<file path="config.mk">
export PLATFORM = sky130hd
export DESIGN_NAME = vga_sync_receiver
export DESIGN_NICKNAME = d
export VERILOG_FILES = /design/src/rtl/vga_rx_pkg.sv /design/src/rtl/sync_edge_detect.sv /design/src/rtl/vga_sync_receiver.sv
export SDC_FILE = /design/constraint.sdc
export NUM_CORES = 1
export LEC_CHECK = 0
export ABC_AREA = 1
export CAP_MARGIN = 10
export CORE_ASPECT_RATIO = 1.1
export CORE_MARGIN = 3
export CORE_UTILIZATION = 61
export DETAILED_ROUTE_END_ITERATION = 10
export PLACE_DENSITY_LB_ADDON = 0.3
export SYNTH_ARGS = -nofsm -noshare
export SYNTH_HDL_FRONTEND = slang
export SYNTH_SLANG_ARGS = --single-unit
</file>
<file path="constraint.sdc">
create_clock -name CLK -period 3.62 [get_ports CLK]
set_clock_uncertainty 0.1 [all_clocks]
set_input_delay 0.724 -clock CLK [delete_from_list [all_inputs] [get_ports CLK]]
set_output_delay 0.724 -clock CLK [all_outputs]
set_load 0.01 [all_outputs]
</file>
<file path="src/rtl/vga_rx_pkg.sv">
// rtl/vga_rx_pkg.sv - shared state type, default 640x480 timing and derived totals for the VGA sync receiver
//
// Purpose: types and constants imported by vga_sync_receiver and its helpers.
// Ports: none (package).

package vga_rx_pkg;

  typedef enum logic [1:0] {
    ST_UNLOCKED = 2'd0,
    ST_H_LOCKED = 2'd1,
    ST_LOCKED   = 2'd2
  } rx_state_e;

  // Default 640x480@60 timing, in pixels / lines
  localparam int DEF_H_ACTIVE = 640;
  localparam int DEF_H_FP     = 16;
  localparam int DEF_H_SYNC   = 96;
  localparam int DEF_H_BP     = 48;
  localparam int DEF_V_ACTIVE = 480;
  localparam int DEF_V_FP     = 10;
  localparam int DEF_V_SYNC   = 2;
  localparam int DEF_V_BP     = 33;

  function automatic int h_total(input int active, input int fp, input int sync, input int bp);
    return active + fp + sync + bp;
  endfunction

  function automatic int v_total(input int active, input int fp, input int sync, input int bp);
    return active + fp + sync + bp;
  endfunction

endpackage

</file>
<file path="src/rtl/sync_edge_detect.sv">
// rtl/sync_edge_detect.sv - polarity-normalised sync assertion-edge detector with gated history
//
// Purpose: normalises a sync input to active-high, keeps the previous normalised
// level (updated only when en_i=1) and flags an assertion edge on enabled cycles.
// Ports:
//   CLK, RESET : clock, asynchronous active-high reset
//   en_i       : sample enable; history register updates only when high
//   sync_i     : raw sync input, active level given by POL
//   edge_o     : combinational, high when en_i=1, level asserted and previous level not

module sync_edge_detect #(
  parameter bit POL = 1'b0
) (
  input  logic CLK,
  input  logic RESET,
  input  logic en_i,
  input  logic sync_i,
  output logic edge_o
);

  logic level;
  logic prev_q;

  assign level = (sync_i == POL);

  always_ff @(posedge CLK or posedge RESET) begin
    if (RESET) begin
      prev_q <= 1'b0;
    end else if (en_i) begin
      prev_q <= level;
    end
  end

  assign edge_o = en_i & level & ~prev_q;

endmodule

</file>
<file path="src/rtl/vga_sync_receiver.sv">
// rtl/vga_sync_receiver.sv - recovers X/Y/active from a pixel-rate HSYNC/VSYNC stream and checks timing lock
//
// Purpose: tracks horizontal/vertical position from sync edges, reports the active
// window coordinates, lock state and sticky line/frame length errors.
// Ports:
//   CLK, RESET      : clock, asynchronous active-high reset
//   PIX_EN          : pixel strobe; everything holds when low
//   HSYNC_IN        : horizontal sync, active level HS_POL
//   VSYNC_IN        : vertical sync, active level VS_POL
//   ERR_CLR         : synchronous clear of the sticky error flags
//   X, Y            : active-window coordinates, 0 outside the window
//   ACTIVE          : sample is inside the active window while locked
//   LOCKED          : full horizontal + vertical lock
//   LINE_DONE       : one-CLK pulse per hsync assertion edge
//   FRAME_DONE      : one-CLK pulse per vsync assertion edge
//   LINE_LEN_ERR    : sticky bad line length
//   FRAME_LEN_ERR   : sticky bad frame length

module vga_sync_receiver
  import vga_rx_pkg::*;
#(
  parameter int H_ACTIVE = DEF_H_ACTIVE,
  parameter int H_FP     = DEF_H_FP,
  parameter int H_SYNC   = DEF_H_SYNC,
  parameter int H_BP     = DEF_H_BP,
  parameter int V_ACTIVE = DEF_V_ACTIVE,
  parameter int V_FP     = DEF_V_FP,
  parameter int V_SYNC   = DEF_V_SYNC,
  parameter int V_BP     = DEF_V_BP,
  parameter int HCNT_W   = 10,
  parameter int VCNT_W   = 10,
  parameter bit HS_POL   = 1'b0,
  parameter bit VS_POL   = 1'b0
) (
  input  logic              CLK,
  input  logic              RESET,
  input  logic              PIX_EN,
  input  logic              HSYNC_IN,
  input  logic              VSYNC_IN,
  input  logic              ERR_CLR,
  output logic [HCNT_W-1:0] X,
  output logic [VCNT_W-1:0] Y,
  output logic              ACTIVE,
  output logic              LOCKED,
  output logic              LINE_DONE,
  output logic              FRAME_DONE,
  output logic              LINE_LEN_ERR,
  output logic              FRAME_LEN_ERR
);

  localparam int H_TOTAL = h_total(H_ACTIVE, H_FP, H_SYNC, H_BP);
  localparam int V_TOTAL = v_total(V_ACTIVE, V_FP, V_SYNC, V_BP);

  localparam logic [HCNT_W-1:0] H_LAST  = HCNT_W'(H_TOTAL - 1);
  localparam logic [HCNT_W-1:0] H_START = HCNT_W'(H_SYNC + H_BP);
  localparam logic [HCNT_W-1:0] H_END   = HCNT_W'(H_SYNC + H_BP + H_ACTIVE - 1);
  localparam logic [HCNT_W-1:0] H_MAX   = '1;
  localparam logic [VCNT_W-1:0] V_LAST  = VCNT_W'(V_TOTAL - 1);
  localparam logic [VCNT_W-1:0] V_START = VCNT_W'(V_SYNC + V_BP);
  localparam logic [VCNT_W-1:0] V_END   = VCNT_W'(V_SYNC + V_BP + V_ACTIVE - 1);
  localparam logic [VCNT_W-1:0] V_MAX   = '1;

  logic              hs_edge;
  logic              vs_edge;
  logic [HCNT_W-1:0] hpos_q, hpos_d;
  logic [VCNT_W-1:0] vpos_q, vpos_d;
  rx_state_e         state_q, state_d;
  logic              armed_q, armed_d;
  logic              line_err;
  logic              frame_err;
  logic              active_d;
  logic [HCNT_W-1:0] x_d;
  logic [VCNT_W-1:0] y_d;
  logic              line_len_err_d;
  logic              frame_len_err_d;

  sync_edge_detect #(.POL(HS_POL)) u_hs_edge (
    .CLK    (CLK),
    .RESET  (RESET),
    .en_i   (PIX_EN),
    .sync_i (HSYNC_IN),
    .edge_o (hs_edge)
  );

  // VSYNC is only looked at once per line, on the hsync edge, so a vsync edge
  // always coincides with the first pixel of a line.
  sync_edge_detect #(.POL(VS_POL)) u_vs_edge (
    .CLK    (CLK),
    .RESET  (RESET),
    .en_i   (hs_edge),
    .sync_i (VSYNC_IN),
    .edge_o (vs_edge)
  );

  always_comb begin
    hpos_d    = hpos_q;
    vpos_d    = vpos_q;
    state_d   = state_q;
    armed_d   = armed_q;
    line_err  = 1'b0;
    frame_err = 1'b0;

    if (PIX_EN) begin
      if (hs_edge) begin
        hpos_d = '0;
      end else if (hpos_q != H_MAX) begin
        hpos_d = hpos_q + HCNT_W'(1);
      end

      if (hs_edge) begin
        if (vs_edge) begin
          vpos_d = '0;
        end else if (vpos_q != V_MAX) begin
          vpos_d = vpos_q + VCNT_W'(1);
        end
      end

      // Early edge or missing edge, judged against the position before this sample
      if (state_q != ST_UNLOCKED) begin
        line_err = hs_edge ? (hpos_q != H_LAST) : (hpos_q == H_LAST);
      end
      if (state_q == ST_LOCKED && hs_edge) begin
        frame_err = vs_edge ? (vpos_q != V_LAST) : (vpos_q == V_LAST);
      end

      case (state_q)
        ST_UNLOCKED: begin
          // armed_q stays set after the first edge, so the edge that caused
          // an error also serves as the reference for relocking.
          if (hs_edge) begin
            armed_d = 1'b1;
            if (armed_q && hpos_q == H_LAST) begin
              state_d = ST_H_LOCKED;
            end
          end
        end
        ST_H_LOCKED: begin
          if (line_err) begin
            state_d = ST_UNLOCKED;
          end else if (vs_edge) begin
            state_d = ST_LOCKED;
          end
        end
        ST_LOCKED: begin
          if (line_err) begin
            state_d = ST_UNLOCKED;
          end else if (frame_err) begin
            state_d = ST_H_LOCKED;
          end
        end
        default: state_d = ST_UNLOCKED;
      endcase
    end

    active_d = (hpos_d >= H_START) && (hpos_d <= H_END) &&
               (vpos_d >= V_START) && (vpos_d <= V_END) &&
               (state_d == ST_LOCKED);
    x_d = active_d ? (hpos_d - H_START) : '0;
    y_d = active_d ? (vpos_d - V_START) : '0;

    // A new error wins over a concurrent clear
    line_len_err_d  = line_err  | (LINE_LEN_ERR  & ~ERR_CLR);
    frame_len_err_d = frame_err | (FRAME_LEN_ERR & ~ERR_CLR);
  end

  always_ff @(posedge CLK or posedge RESET) begin
    if (RESET) begin
      hpos_q        <= '0;
      vpos_q        <= '0;
      state_q       <= ST_UNLOCKED;
      armed_q       <= 1'b0;
      X             <= '0;
      Y             <= '0;
      ACTIVE        <= 1'b0;
      LOCKED        <= 1'b0;
      LINE_DONE     <= 1'b0;
      FRAME_DONE    <= 1'b0;
      LINE_LEN_ERR  <= 1'b0;
      FRAME_LEN_ERR <= 1'b0;
    end else begin
      hpos_q        <= hpos_d;
      vpos_q        <= vpos_d;
      state_q       <= state_d;
      armed_q       <= armed_d;
      X             <= x_d;
      Y             <= y_d;
      ACTIVE        <= active_d;
      LOCKED        <= (state_d == ST_LOCKED);
      LINE_DONE     <= hs_edge;
      FRAME_DONE    <= vs_edge;
      LINE_LEN_ERR  <= line_len_err_d;
      FRAME_LEN_ERR <= frame_len_err_d;
    end
  end

endmodule

</file>
==> impl_metrics.tcl, run 1 <==
set metrics [dict create \
    status "finished, final reports clean" \
    synth_top_cells_by_area "dfrtp_1, nand2_1, nand3_1" \
    pin_count 32 \
    chipHeight_um 80.7 \
    core_sq_mm 0.00478 \
    hp-class "flip-flop to flip-flop" \
    antenna_found_initial 0 \
    grt_max_degree 52 \
    slowest_delay_ns 0.63 \
    power_density_mw_per_mm2 420 \
    dpl.hpwl_um 4940 \
    synth_edf_count 0 \
    synth_xor_area_share_pct 2.55 \
    synthCells 401 \
    setup_viol 0 \
    finish.utilization_pct 74.8 \
    synth.cell_area_sq_mm 0.00309 \
    async_flop_share_pct 100 \
    power_frac_clock_pct 26.9 \
    clkTransAtPathRegs_ns 0.10 \
    wl_per_cell_um 13.2 \
    ys_seq_elements 51 \
    post_cts_buffers 0 \
    layout.cells.non_filler 494 \
    required_ns 3.72 \
    relSlewSlack_pct 31.5 \
    syn_nets 415 \
    post-place-ws_ns 0.274 \
    power_leakage_nw 1.86 \
    fin_total_pwr_mw 1.50 \
    cts_tree "built" \
    num_vias 2629 \
    pwr-share-seq_pct 44.6 \
    die_width_um 73.9 \
    criticalPathCategory "input port to flip-flop" \
    final.setup.tns_ns 0 \
    cts.sinks 51 \
    root_buffer "clkbuf_8" \
    cts_buffers 5 \
    rsz0062_at_grt "no" \
    n_fill_cell 364 \
    synthMuxAreaShare_pct 0 \
    crit_path_end_kind "flip-flop" \
    synth.yosys.warnings 0 \
    yosys.area_share.simple_pct 39.7 \
    synthAdderAreaFrac_pct 3.23 \
    worst_slack_ns 0.555 \
    synth_compound_area_share_pct 3.92 \
    place_inst 486 \
    yosysTopAreaCell "dfrtp_1" \
    syn_to_final_growth_pct 15.6 \
    startpoint_type "input port" \
    path_cells "clkdlybuf4s50_1 > nand2_2 > nor2_4 > nand3_4 > nand2_1 > inv_1 > ha_1 > inv_1 > nand3_1 > nand2_1 > nand3_1 > nand3_2 > buf_12 > nor2_1" \
    synth_flop_cell "dfrtp_1" \
    wl_um 6530 \
    clk_latency_ns 0.30 \
    core.rowCount 26 \
    grt_pass1_wl_um 11300 \
    synth_cell_types 30 \
    fmax_mhz 326 \
    intPower_mw 0.970 \
    combPwrFrac_pct 28.5 \
    grt_overflow 0 \
    final_nets 451 \
    worst_pin_slew_ns 1.03 \
    dr.pass1.iters 4 \
    grtUsageTotal_pct 24.6 \
    drv_slew 0 \
    ys_seq_area_share_pct 41.2 \
    first_iter_violations 116 \
    power_switching_mw 0.533 \
    drc 0 \
    syn_area_per_cell_sq_um 7.72 \
    hold_buffers 0 \
    via_per_inst 5.32 \
    place_congestion 0.933 \
    start_util_pct 64.7 \
    synth_top_family_by_area "simple AND/OR/NAND/NOR gates" \
    dieArea_sq_mm 0.00596 \
    io_buffer_count 31 \
    yosysTopAreaCellShare_pct 41.2 \
    cts_resized 0 \
    grt_pass1_vias 2668 \
    drive_gt1_share_pct 15.5 \
    drtAntennaViolNets 0 \
    p_sw_share_pct 35.5 \
    cp.arrival_ns 3.17 \
    cts_buffer_depth 2 \
    htree_levels 2 \
    cpMaxStageDelayCell "clkdlybuf4s50_1" \
    drv_cap 0 \
    crit_fanout 21 \
    ir_drop_uv 254 \
    final_hold_viol_count 0 \
    min_period_over_period_pct 84.7 \
    min_period_ns 3.07 \
    num_antenna_cells 0 \
]
==> routing by layer <==
layer | up-vias | track usage, % | share of wire, %
li1 | 1330 | - | -
met1 | 1245 | 27.7 | 40
met2 | 43 | 44.5 | 54
met3 | 11 | 4.13 | 3.3
met4 | 0 | 10.9 | 2.1
met5 | - | 0 | 0
==> synth_stat cells (3+ instances only) <==
cell type / count
nor3_1: 7
nand2_1: 102
nor2_4: 3
inv_2: 6
nand2_2: 8
xor2_1: 7
a21oi_1: 6
ha_1: 8
nand3_1: 43
nand3b_1: 8
nor2_2: 24
nand3_2: 7
buf_6: 4
inv_1: 56
nand4_1: 7
nor2_1: 29
o21ai_0: 9
dfrtp_1: 51
==> final cells by class <==
| cell class | count | area (sq um) | area share [%] |
|---|---|---|---|
| multi-input combinational | 282 | 1530 | 42.8 |
| sequential | 51 | 1280 | 35.7 |
| clock inverter | 3 | 46.3 | 1.29 |
| tap | 56 | 70.1 | 1.96 |
| timing repair buffer | 35 | 353 | 9.86 |
| inverter | 62 | 233 | 6.51 |
| clock buffer | 5 | 68.8 | 1.92 |
==> power by group through the flow <==
| stage | Combinational [mW] | Sequential [mW] | Clock (mW) |
|---|---|---|---|
| detailed placement | 0.424 | 0.680 | 0 |
| CTS | 0.432 | 0.670 | 0.415 |
| finish | 0.428 | 0.670 | 0.405 |
| global placement | 0.412 | 0.679 | 0 |
| global route | 0.494 | 0.678 | 0.440 |
| floorplan | 0.344 | 0.666 | 0 |
==> worst max-delay path: cells and delay by family <==
kind                     cells  cell delay, ns
AND/OR/NAND/NOR              9            1.23
buffers and inverters        4            0.97
adder cells (fa/ha/maj)      1            0.23
==> cells by family (layout without fill, tap and decap cells) <==
kind of cell | Yosys count | after routing
xor+xnor | 9 | 9
flops | 51 | 51
compound gates | 21 | 21
buf+inv | 68 | 105
simple gates | 244 | 244
fa+ha+maj | 8 | 8
==> per-stage QoR <==
step / area (sq um) / hold slack (ns)
6_report: 3580 / 0.373
5_1_grt: 3580 / 0.413
4_1_cts: 3580 / 0.381
3_5_place_dp: 3460 / 0.360
3_3_place_gp: 3460 / 0.354
2_1_floorplan: 3090 / 0.340
==> cells in the final DEF (no fill, tap or decap) <==
| master | instances |
|---|---|
| a21oi_1 | 6 |
| a21oi_2 | 1 |
| and2_1 | 1 |
| buf_12 | 1 |
| buf_4 | 3 |
| bufinv_16 | 1 |
| clkbuf_8 | 5 |
| clkdlybuf4s50_1 | 31 |
| clkinvlp_4 | 1 |
| dfrtp_1 | 51 |
| ha_1 | 8 |
| inv_1 | 55 |
| inv_2 | 7 |
| inv_6 | 1 |
| nand2_1 | 102 |
| nand2_2 | 8 |
| nand3_1 | 43 |
| nand3_2 | 7 |
| nand3_4 | 2 |
| nand3b_1 | 8 |
| nand4_1 | 7 |
| nand4_2 | 1 |
| nor2_1 | 29 |
| nor2_2 | 24 |
| nor2_4 | 3 |
| nor2_8 | 1 |
| nor3_1 | 7 |
| o211ai_1 | 1 |
| o21ai_0 | 9 |
| o21ai_1 | 2 |
| o21bai_1 | 1 |
| o31ai_2 | 1 |
| or2_2 | 1 |
| xnor2_1 | 2 |
| xor2_1 | 7 |
==> final timing paths <==
kind                                      from                  end  slack, ns  cells past startpoint
min in group asynchronous                RESET       X[2]$_DFF_PP0_       0.88                      2
hold / removal             armed_q$_DFFE_PP0P_  armed_q$_DFFE_PP0P_       0.37                      1
max in group asynchronous                RESET  armed_q$_DFFE_PP0P_       1.91                      2
hold reg to reg            armed_q$_DFFE_PP0P_  armed_q$_DFFE_PP0P_       0.37                      1
setup reg to reg           hpos_q[0]$_DFF_PP0_       Y[9]$_DFF_PP0_       0.79                     18
setup / recovery                        PIX_EN       Y[9]$_DFF_PP0_       0.55                     14
==> flip-flops by register name (all words and copies together), names as in the netlist <==
name	cells
LOCKED	1
LINE_LEN_ERR	1
Y	10
X	10
FRAME_LEN_ERR	1
ACTIVE	1
u_hs_edge.prev_q	1
hpos_q	10
armed_q	1
FRAME_DONE	1
vpos_q	10
u_vs_edge.prev_q	1
LINE_DONE	1
state_q	2
Note: power is estimated with default switching activity, not from simulation.
==> inputs of run 2 (changes only) <==
--- a/config.mk
+++ b/config.mk
@@ -9,7 +9,7 @@
 export CAP_MARGIN = 10
 export CORE_ASPECT_RATIO = 1.1
 export CORE_MARGIN = 3
-export CORE_UTILIZATION = 61
+export CORE_UTILIZATION = 57
 export DETAILED_ROUTE_END_ITERATION = 10
 export PLACE_DENSITY_LB_ADDON = 0.3
 export SYNTH_ARGS = -nofsm -noshare
==> constraint.sdc (replaced) <==
create_clock -name CLK -period 3.15 [get_ports CLK]
set_clock_uncertainty 0.1 [all_clocks]
set_input_delay 0.63 -clock CLK [delete_from_list [all_inputs] [get_ports CLK]]
set_output_delay 0.63 -clock CLK [all_outputs]
set_load 0.01 [all_outputs]
==> run 2 against run 1 <==
Critical path depth rose by 5. Register-to-register slack got worse by 0.45 ns. Largest power group unchanged. Sequential share of layout area fell by 0.56 points.
==> impl_metrics.tcl, run 2 (synthesized netlist as in run 1, its figures left out) <==
set metrics [dict create \
    r2r_start "hpos_q[0]$_DFF_PP0_" \
    grtUsageTotal_pct 22.3 \
    r2r_cells 17 \
    min_period_over_period_pct 90.5 \
    fmax_mhz 351 \
    final_area_sq_mm 0.00363 \
    drv_cap 0 \
    drc 0 \
    rsz0062_at_grt "no" \
    drv_slew 0 \
    crit_fanout 21 \
    die_width_um 76.3 \
    startpoint_type "input port" \
    cp.arrival_ns 3.00 \
    post_cts_buffers 0 \
    antenna_found_initial 0 \
    clkTransAtPathRegs_ns 0.10 \
    grt_max_degree 34 \
    worstHoldStart "armed_q$_DFFE_PP0P_" \
    final_nets 456 \
    drive_gt1_share_pct 16.5 \
    setup_viol 0 \
    dr.pass1.iters 5 \
    io_buffer_count 31 \
    final_common_cell "nand2_1" \
    final_hold_viol_count 0 \
    worst_slack_ns 0.300 \
    clk_latency_ns 0.31 \
    min_period_ns 2.85 \
    place_congestion 0.933 \
    cts_buffer_depth 2 \
    hold_buffers 0 \
    worst_pin_slew_ns 0.428 \
    finish.utilization_pct 70.8 \
    worstReg2RegEnd "X[2]$_DFF_PP0_" \
    grt_pass1_wl_um 11600 \
    criticalPathCategory "input port to flip-flop" \
    cts_tree "built" \
    power_leakage_nw 1.88 \
    first_iter_violations 198 \
    whs_path_depth 1 \
    htree_levels 2 \
    grt_pass1_vias 2678 \
    hp-class "flip-flop to flip-flop" \
    placed_cell_area_sq_mm 0.00352 \
    crit_path_end_kind "flip-flop" \
    relSlewSlack_pct 71.5 \
    status "finished, final reports clean" \
    post-place-ws_ns -0.0126 \
    dpl.hpwl_um 4970 \
    cts_buffers 5 \
    chipHeight_um 83.3 \
    power_density_mw_per_mm2 478 \
    n_fill_cell 432 \
    dieArea_sq_mm 0.00635 \
    root_buffer "clkbuf_8" \
    via_per_inst 5.18 \
    core.rowCount 27 \
    num_vias 2667 \
    final_cell_mix "nand2_1, inv_1, dfrtp_1, nand3_1, clkdlybuf4s50_1" \
    grt_overflow 0 \
    cts_resized 0 \
    pin_count 32 \
    num_antenna_cells 0 \
    start_util_pct 60.3 \
    rrSetupSlack_ns 0.34 \
    wl_per_cell_um 12.6 \
    hold_slack_ns 0.388 \
    wl_um 6480 \
    ir_drop_uv 306 \
    syn_to_final_growth_pct 17.5 \
    drtAntennaViolNets 0 \
    whs_endpoint "armed_q$_DFFE_PP0P_" \
    core_sq_mm 0.00513 \
    fin_total_pwr_mw 1.74 \
    cts.sinks 51 \
    required_ns 3.30 \
]
-- run 2: worst max path at each step --
stage	endpoint	from	slack [ns]
3_5_place_dp	Y[1]$_DFF_PP0_	PIX_EN	-0.01
6_report	X[2]$_DFF_PP0_	PIX_EN	0.30
5_1_grt	Y[9]$_DFF_PP0_	PIX_EN	0.04
4_1_cts	Y[1]$_DFF_PP0_	PIX_EN	0.32
3_3_place_gp	Y[9]$_DFF_PP0_	PIX_EN	0.06
2_1_floorplan	X[7]$_DFF_PP0_	HSYNC_IN	0.67
-- run 2: worst max-delay path, stage by stage --
cell and delay (ns):
clkdlybuf4s50_1 0.63, nand2_2 0.12, nor2_4 0.20, nand2_2 0.12, nand2_1 0.09, nand2_1 0.05, inv_1 0.07, nand2_1 0.05
inv_1 0.10, ha_1 0.16, inv_1 0.04, nand4_1 0.08, nand2_1 0.05, nor2_1 0.08, nand3_1 0.08, nand2_1 0.08
nand3_2 0.09, buf_12 0.17, nor2_2 0.09
-- run 2: area by class of cell --
class,instances,area (sq um),area share [%]
Sequential cell,51,1280,35.1
Multi-Input combinational cell,282,1530,42.1
Tap cell,72,90.1,2.48
Timing Repair Buffer,40,390,10.7
Inverter,62,233,6.40
Clock buffer,5,68.8,1.89
Clock inverter,3,46.3,1.27
-- run 2: per-layer routing --
metal  up-vias  share of wire [%]  global-route usage (%)
li1       1337                  -                       -
met1      1233                 41                    25.3
met2        84                 53                    40.8
met3        13                4.5                    4.77
met4         0                1.5                    7.91
met5         -                  0                       0
-- run 2: metrics by stage --
step           TNS, ns  instances
4_1_cts              0        515
6_report             0        515
5_1_grt              0        515
3_3_place_gp         0        507
3_5_place_dp   -0.0361        507
2_1_floorplan        0        401
-- run 2: report_power, final --
part | total [mW] | internal (mW) | leakage, nW | switching (mW)
Clock | 0.465 | 0.239 | 0.0548 | 0.226
Combinational | 0.500 | 0.176 | 1.14 | 0.324
Sequential | 0.772 | 0.704 | 0.690 | 0.0672
